**src/rtl/decoder_scan.sv**
```systemverilog
// Registered SEL_W-to-2^SEL_W one-hot decoder with enable, direct mode and
// auto-scan mode stepping the active output through 0..SCAN_LAST every DIV clocks.
module decoder_scan #(
    parameter int unsigned SEL_W      = 3,
    parameter int unsigned DIV        = 4,
    parameter int unsigned SCAN_LAST  = 2**SEL_W - 1,
    parameter bit          ACTIVE_LOW = 1'b0
) (
    input  logic                    clk,
    input  logic                    rst_n,
    input  logic                    en,
    input  logic                    mode,
    input  logic [SEL_W-1:0]        sel,
    input  logic                    load,
    output logic [(2**SEL_W)-1:0]   d,
    output logic [SEL_W-1:0]        cur_sel,
    output logic                    wrap
);

    localparam int unsigned OUT_W = 2**SEL_W;
    localparam int unsigned PW    = (DIV > 1) ? $clog2(DIV) : 1;

    localparam logic [PW-1:0]    PRESC_MAX = PW'(DIV - 1);
    localparam logic [SEL_W-1:0] LAST_IDX  = SEL_W'(SCAN_LAST);
    localparam logic [OUT_W-1:0] INACTIVE  = {OUT_W{ACTIVE_LOW}};

    typedef enum logic [1:0] {
        ST_IDLE,
        ST_DIRECT,
        ST_SCAN
    } state_t;

    state_t           state_q,   state_d;
    logic [SEL_W-1:0] cur_sel_q, cur_sel_d;
    logic [PW-1:0]    presc_q,   presc_d;
    logic [OUT_W-1:0] d_q,       d_d;
    logic             wrap_q,    wrap_d;

    function automatic logic [OUT_W-1:0] decode(input logic [SEL_W-1:0] idx);
        return (OUT_W'(1) << idx) ^ INACTIVE;
    endfunction

    always_comb begin
        state_d   = state_q;
        cur_sel_d = cur_sel_q;
        presc_d   = presc_q;
        d_d       = d_q;
        wrap_d    = 1'b0;

        if (!en) begin
            state_d = ST_IDLE;
            presc_d = '0;
            d_d     = INACTIVE;
        end else if (!mode) begin
            state_d   = ST_DIRECT;
            cur_sel_d = sel;
            presc_d   = '0;
            d_d       = decode(sel);
        end else begin
            state_d = ST_SCAN;
            // Entry and load both restart from sel; load wins over a due step.
            if (state_q != ST_SCAN || load) begin
                cur_sel_d = sel;
                presc_d   = '0;
            end else if (presc_q == PRESC_MAX) begin
                presc_d = '0;
                if (cur_sel_q >= LAST_IDX) begin
                    cur_sel_d = '0;
                    wrap_d    = 1'b1;
                end else begin
                    cur_sel_d = cur_sel_q + SEL_W'(1);
                end
            end else begin
                presc_d = presc_q + PW'(1);
            end
            d_d = decode(cur_sel_d);
        end
    end

    always_ff @(posedge clk or negedge rst_n) begin
        if (!rst_n) begin
            state_q   <= ST_IDLE;
            cur_sel_q <= '0;
            presc_q   <= '0;
            d_q       <= INACTIVE;
            wrap_q    <= 1'b0;
        end else begin
            state_q   <= state_d;
            cur_sel_q <= cur_sel_d;
            presc_q   <= presc_d;
            d_q       <= d_d;
            wrap_q    <= wrap_d;
        end
    end

    assign d       = d_q;
    assign cur_sel = cur_sel_q;
    assign wrap    = wrap_q;

endmodule

```
**config.mk**
```make
export PLATFORM = sky130hd
export DESIGN_NAME = decoder_scan
export DESIGN_NICKNAME = d
export VERILOG_FILES = /design/src/rtl/decoder_scan.sv
export SDC_FILE = /design/constraint.sdc
export NUM_CORES = 1
export LEC_CHECK = 0
export ABC_CLOCK_PERIOD_IN_PS = 4600
export BUFFER_PORTS_ARGS = -buffer_cell sky130_fd_sc_hd__buf_2
export CAP_MARGIN = 25
export CORE_MARGIN = 2
export CORE_UTILIZATION = 51
export CTS_CLUSTER_DIAMETER = 80
export DETAILED_ROUTE_END_ITERATION = 12
export PLACE_DENSITY = 0.79
export SLEW_MARGIN = 30
export SYNTH_ARGS = -nofsm -noshare
export SYNTH_HDL_FRONTEND = slang
export SYNTH_SLANG_ARGS = --single-unit
```
**constraint.sdc**
```tcl
create_clock -name clk -period 4.6 [get_ports clk]
set_clock_uncertainty 0.05 [all_clocks]
set_input_delay 0 -clock clk [delete_from_list [all_inputs] [get_ports clk]]
set_output_delay 0 -clock clk [all_outputs]
set_load 0.05 [all_outputs]
```
; ---- Yosys cells after proc, flatten, opt, wreduce, memory -nomap -nowiden
; Index checks and enable logic that the tools add are counted.
[totals]
input_bits = 8
elab_cells = 32
regBits = 16
[op_classes]
n_shift = 2
n_reduce_logical = 1
n_addsub = 2
eq_ne = 2
magnitude_cmp = 1
muxes = 19
[op_table]
columns = cell, n
row1 = $mux 3, 6
row2 = $mux 8, 2
row3 = $shl 1x3->8 const A, 2
row4 = $mux 2, 6
row5 = $mux 1, 5
row6 = $add 3x1->3 const B, 1
row7 = $ge 3x3->1 const B, 1
row8 = $add 2x1->2 const B, 1
row9 = $eq 2x2->1 const B, 1
row10 = $ne 2x2->1 const B, 1
row11 = $logic_or 1x1->1, 1

; ---- Longest topological paths before layout
[depth]
depth_word = 9
mapped_depth = 6

; ---- Worst setup path after synthesis
; Ideal clock, no wire load.
[synth_timing]
path_kind = register to register
from = register cur_sel_q[0] (netlist: cur_sel[0])
to = register d_q[0] (netlist: d[0])
slack_ps = 2632
period_less_slack_ps = 1968
stages_incl_launch_ff = 6
setup_time_ps = 86
arrival_ps = 1832
cell_sequence = dfrtp_1 > ha_1 > mux2_4 > mux2_4 > or2_4 > nor3_1
[synth_between]
elab_chain_cells = 9
elab_cells_between_ends = 10
[synth_rtl]
columns = item, line
row1 = from (decl), 34  ; logic [SEL_W-1:0] cur_sel_q, cur_sel_d;
row2 = from (signal assigned), 89  ; cur_sel_q <= cur_sel_d;
row3 = $add 3x1->3 or $ge 3x3->1 (tied branches), "71, 67"
row4 = $mux 3, 67  ; if (cur_sel_q >= LAST_IDX) begin
row5 = $mux 3 *, 65  ; end else if (presc_q == PRESC_MAX) begin
row6 = $mux 3 *, 62  ; if (state_q != ST_SCAN || load) begin
row7 = $mux 3 *, 54  ; end else if (!mode) begin
row8 = $mux 3 *, 50  ; if (!en) begin
row9 = $shl 1x3->8 *, 40  ; return (OUT_W'(1) << idx) ^ INACTIVE;
row10 = $mux 8 *, 54
row11 = $mux 8 *, 50
row12 = net d_d[0], 36  ; logic [OUT_W-1:0] d_q, d_d;
row13 = to (signal assigned), 85  ; d_q <= INACTIVE;
row14 = to (signal assigned), 91  ; d_q <= d_d;
row15 = to (decl), 36
; Mark *: on every way through the listed nets, which the timed path passes. The rest lies on a longest branch. The select of a mux whose other input is x is not followed.
; A chain may end at the register's enable or synchronous reset.

; ---- Worst setup path in the final report
[layout_timing]
from = register cur_sel_q[0] (netlist: cur_sel[0])
to = register cur_sel_q[2] (netlist: cur_sel[2])
[layout_between]
elab_chain_cells = 7
elab_cells_between_ends = 8
[layout_rtl]
columns = item, line
row1 = $add 3x1->3 or $ge 3x3->1 (tied branches), "71, 67"
row2 = $mux 3 *, 67
row3 = $mux 3 *, 65
row4 = $mux 3 *, 62
row5 = $mux 3 *, 54
row6 = $mux 3 *, 50
row7 = $mux 3 *, 54
; Every way passes the cells marked *; elsewhere a longest branch is shown, timed or not. The select of a mux whose other input is x is not followed.

==> run summary <==
status: complete, no violations
Detail Placement HPWL: 890 um
# port buffers: 19
crit share post-route: 0.418
Ports: 20
row count: 13
total wire length: 1.21 mm
placed insts: 88
H-Tree Depth: 1
share of the synthesized area in the top cell type: 0.586
Non-Filler Instances: 95
Post-Synthesis Cells: 56
Post-CTS Setup Bufs: 0
pin count of the biggest net entering global routing: 17
Die W: 40.6 um
Detailed Routing Iterations Pass 1: 2
clock buffer count from CTS: 3
vias in the first global route: 454
final core occ: 0.666
Nets: 93
CTS tree: done
count of pins over their slew limit: 0
via count: 501
Setup CP Type: reg2reg
grt ovf: 0
most frequent cell after synthesis: dfrtp_1
#FFs+latches synth: 16
Rel. slew slack: 0.735
WP data arrival: 2.09 ns
Total GRT Usage: 0.180
fillcell total: 116
core box area: 1270 sq um
unrepaired setup endpoints after global routing: false
DRC: 0
Post-synth EDFFs: 0
number of diodes: 0
Clock Pin Slew Worst Setup and Hold Paths: 0.08 ns
top cells by area, synth: dfrtp_1 59%, nor3_1 6.6%, ha_1 5.5%
initial antenna violation count: 0
count of final setup violators: 0
first-pass GRT wire length: 1.93 mm
r2r setup slk: 2.68 ns
crit-path max FO: 6
Netlist cell types: 22
Clock Sinks: 16
Worst setup EP type: flop
Yosys top cell by area: dfrtp_1
1st-iter DRT viols: 2
clk buf depth: 2
fmax: 520 MHz
synthesized cell area: 683 sq um
count of final hold-check violations: 0
synth-to-layout area growth: 23.6%
GP Congestion: 0.813
WL/cell: 12.8 um
Die ar.: 1650 sq um
Die Ht: 40.6 um
worst endpoint required time: 4.77 ns
Post-Syn Nets: 67
Max Cap Viol: 0
placed cell areas: 782 sq um
crit start category: flop
register area share after synthesis: 0.586
Tightest Pin Transition: 0.397 ns
Commonest cells post-synth: 16 x dfrtp_1, 9 x nor3_1, 4 x nor2_1
Root Buffer: clkbuf_4
layout cells sized above 1: 0.363
clk_lat worst skew: 0.28 ns
fin crit period: 1.92 ns
routed vias/inst: 5.27
Initial Utilization: 0.538
Final Instance Area: 845 sq um
Leak: 0.457 nW
mean post-synth cell area: 12.2 sq um
Synth Flop Type: dfrtp_1
post-route ant nets: 0
ys async rst share: 1.00
peak supply drop: 0.000195 V
setup TNS: 0 ns
Yosys warning count: 0
Min-Delay Path Class: in2reg
power per cell area: 327 nW/um^2
-- metal layers --
layer	track usage	vias up	wire length (um)
met5	0	-	0
met4	0.0500	0	9
met1	0.230	239	533
met3	0.0333	2	68
met2	0.306	17	602
li1	-	243	-
-- final timing paths --
| kind | startpoint | to | cells past startpoint |
|---|---|---|---|
| min | sel[1] | d[0] | 4 |
| min reg2reg | presc_q[0] | presc_q[0] | 1 |
| max reg2reg | cur_sel[0] | cur_sel[2] | 6 |
| max | cur_sel[0] | cur_sel[2] | 6 |
| min in group asynchronous | rst_n | cur_sel[0] | 2 |
| max in group asynchronous | rst_n | state_q[1] | 2 |
-- per-stage QoR --
step | hold slack (ns) | worst slack [ns] | power (W)
final | 0.0864 | 2.68 | 0.000276
after global routing | 0.0994 | 2.50 | 0.000288
after CTS | 0.0818 | 2.68 | 0.000277
after detailed placement | -0.131 | 2.71 | 0.000208
after global placement | -0.132 | 2.78 | 0.000206
after floorplan | -0.346 | 2.63 | 0.000192
-- flip-flops by register name, indices dropped and copies added, names as in the netlist --
name	flops
cur_sel	3
d	8
presc_q	2
state_q	2
wrap	1
-- final cells by class --
cell class,instances,area (sq um),area share
clock buffers,3,22.5,0.0267
inverters,2,7.51,0.00889
multi-input cells,36,260,0.308
flip-flops and latches,16,400,0.474
well taps,15,18.8,0.0222
repair buffers,23,135,0.160
-- power by group --
group	switching [W]	total, W	internal, W
clock	0.0000384	0.0000687	0.0000303
sequential	0.00000483	0.000151	0.000147
combinational	0.0000371	0.0000562	0.0000191
-- placed cells by master (no fill, tap or decap) --
master	instances
a21o_1	2
a21oi_1	2
a31oi_1	2
and2_1	1
and2b_2	1
and3_1	1
and4bb_1	1
buf_2	19
clkbuf_4	3
dfrtp_1	16
dlygate4sd3_1	4
ha_1	3
inv_1	1
inv_2	1
mux2_2	2
mux2_4	2
mux2i_1	1
nand2_1	2
nor2_1	4
nor3_1	9
nor3b_1	1
o21ai_0	1
or2_4	1
-- critical path, stage by stage, from the launching register on --
cell and delay [ns]:
dfrtp_1 0.44, ha_1 0.23, ha_1 0.19, a31oi_1 0.20, a31oi_1 0.14, a21oi_1 0.37
mux2_2 0.23
-- what timing repair did --
item,CTS,global route
resized for setup,0,0
endpoints found under the hold margin,19,0
hold buffers,4,0
-- logic make-up (layout without fill, tap and decap cells) --
family | Yosys count | count (layout) | share of synthesized area
flops | 16 | 16 | 0.586
mux | 5 | 5 | 0.0916
simple gates | 21 | 21 | 0.172
fa+ha+maj | 3 | 3 | 0.0550
buf+inv | 4 | 28 | 0.0330
compound gates | 7 | 7 | 0.0623
Power figures use the tool's default switching activity.
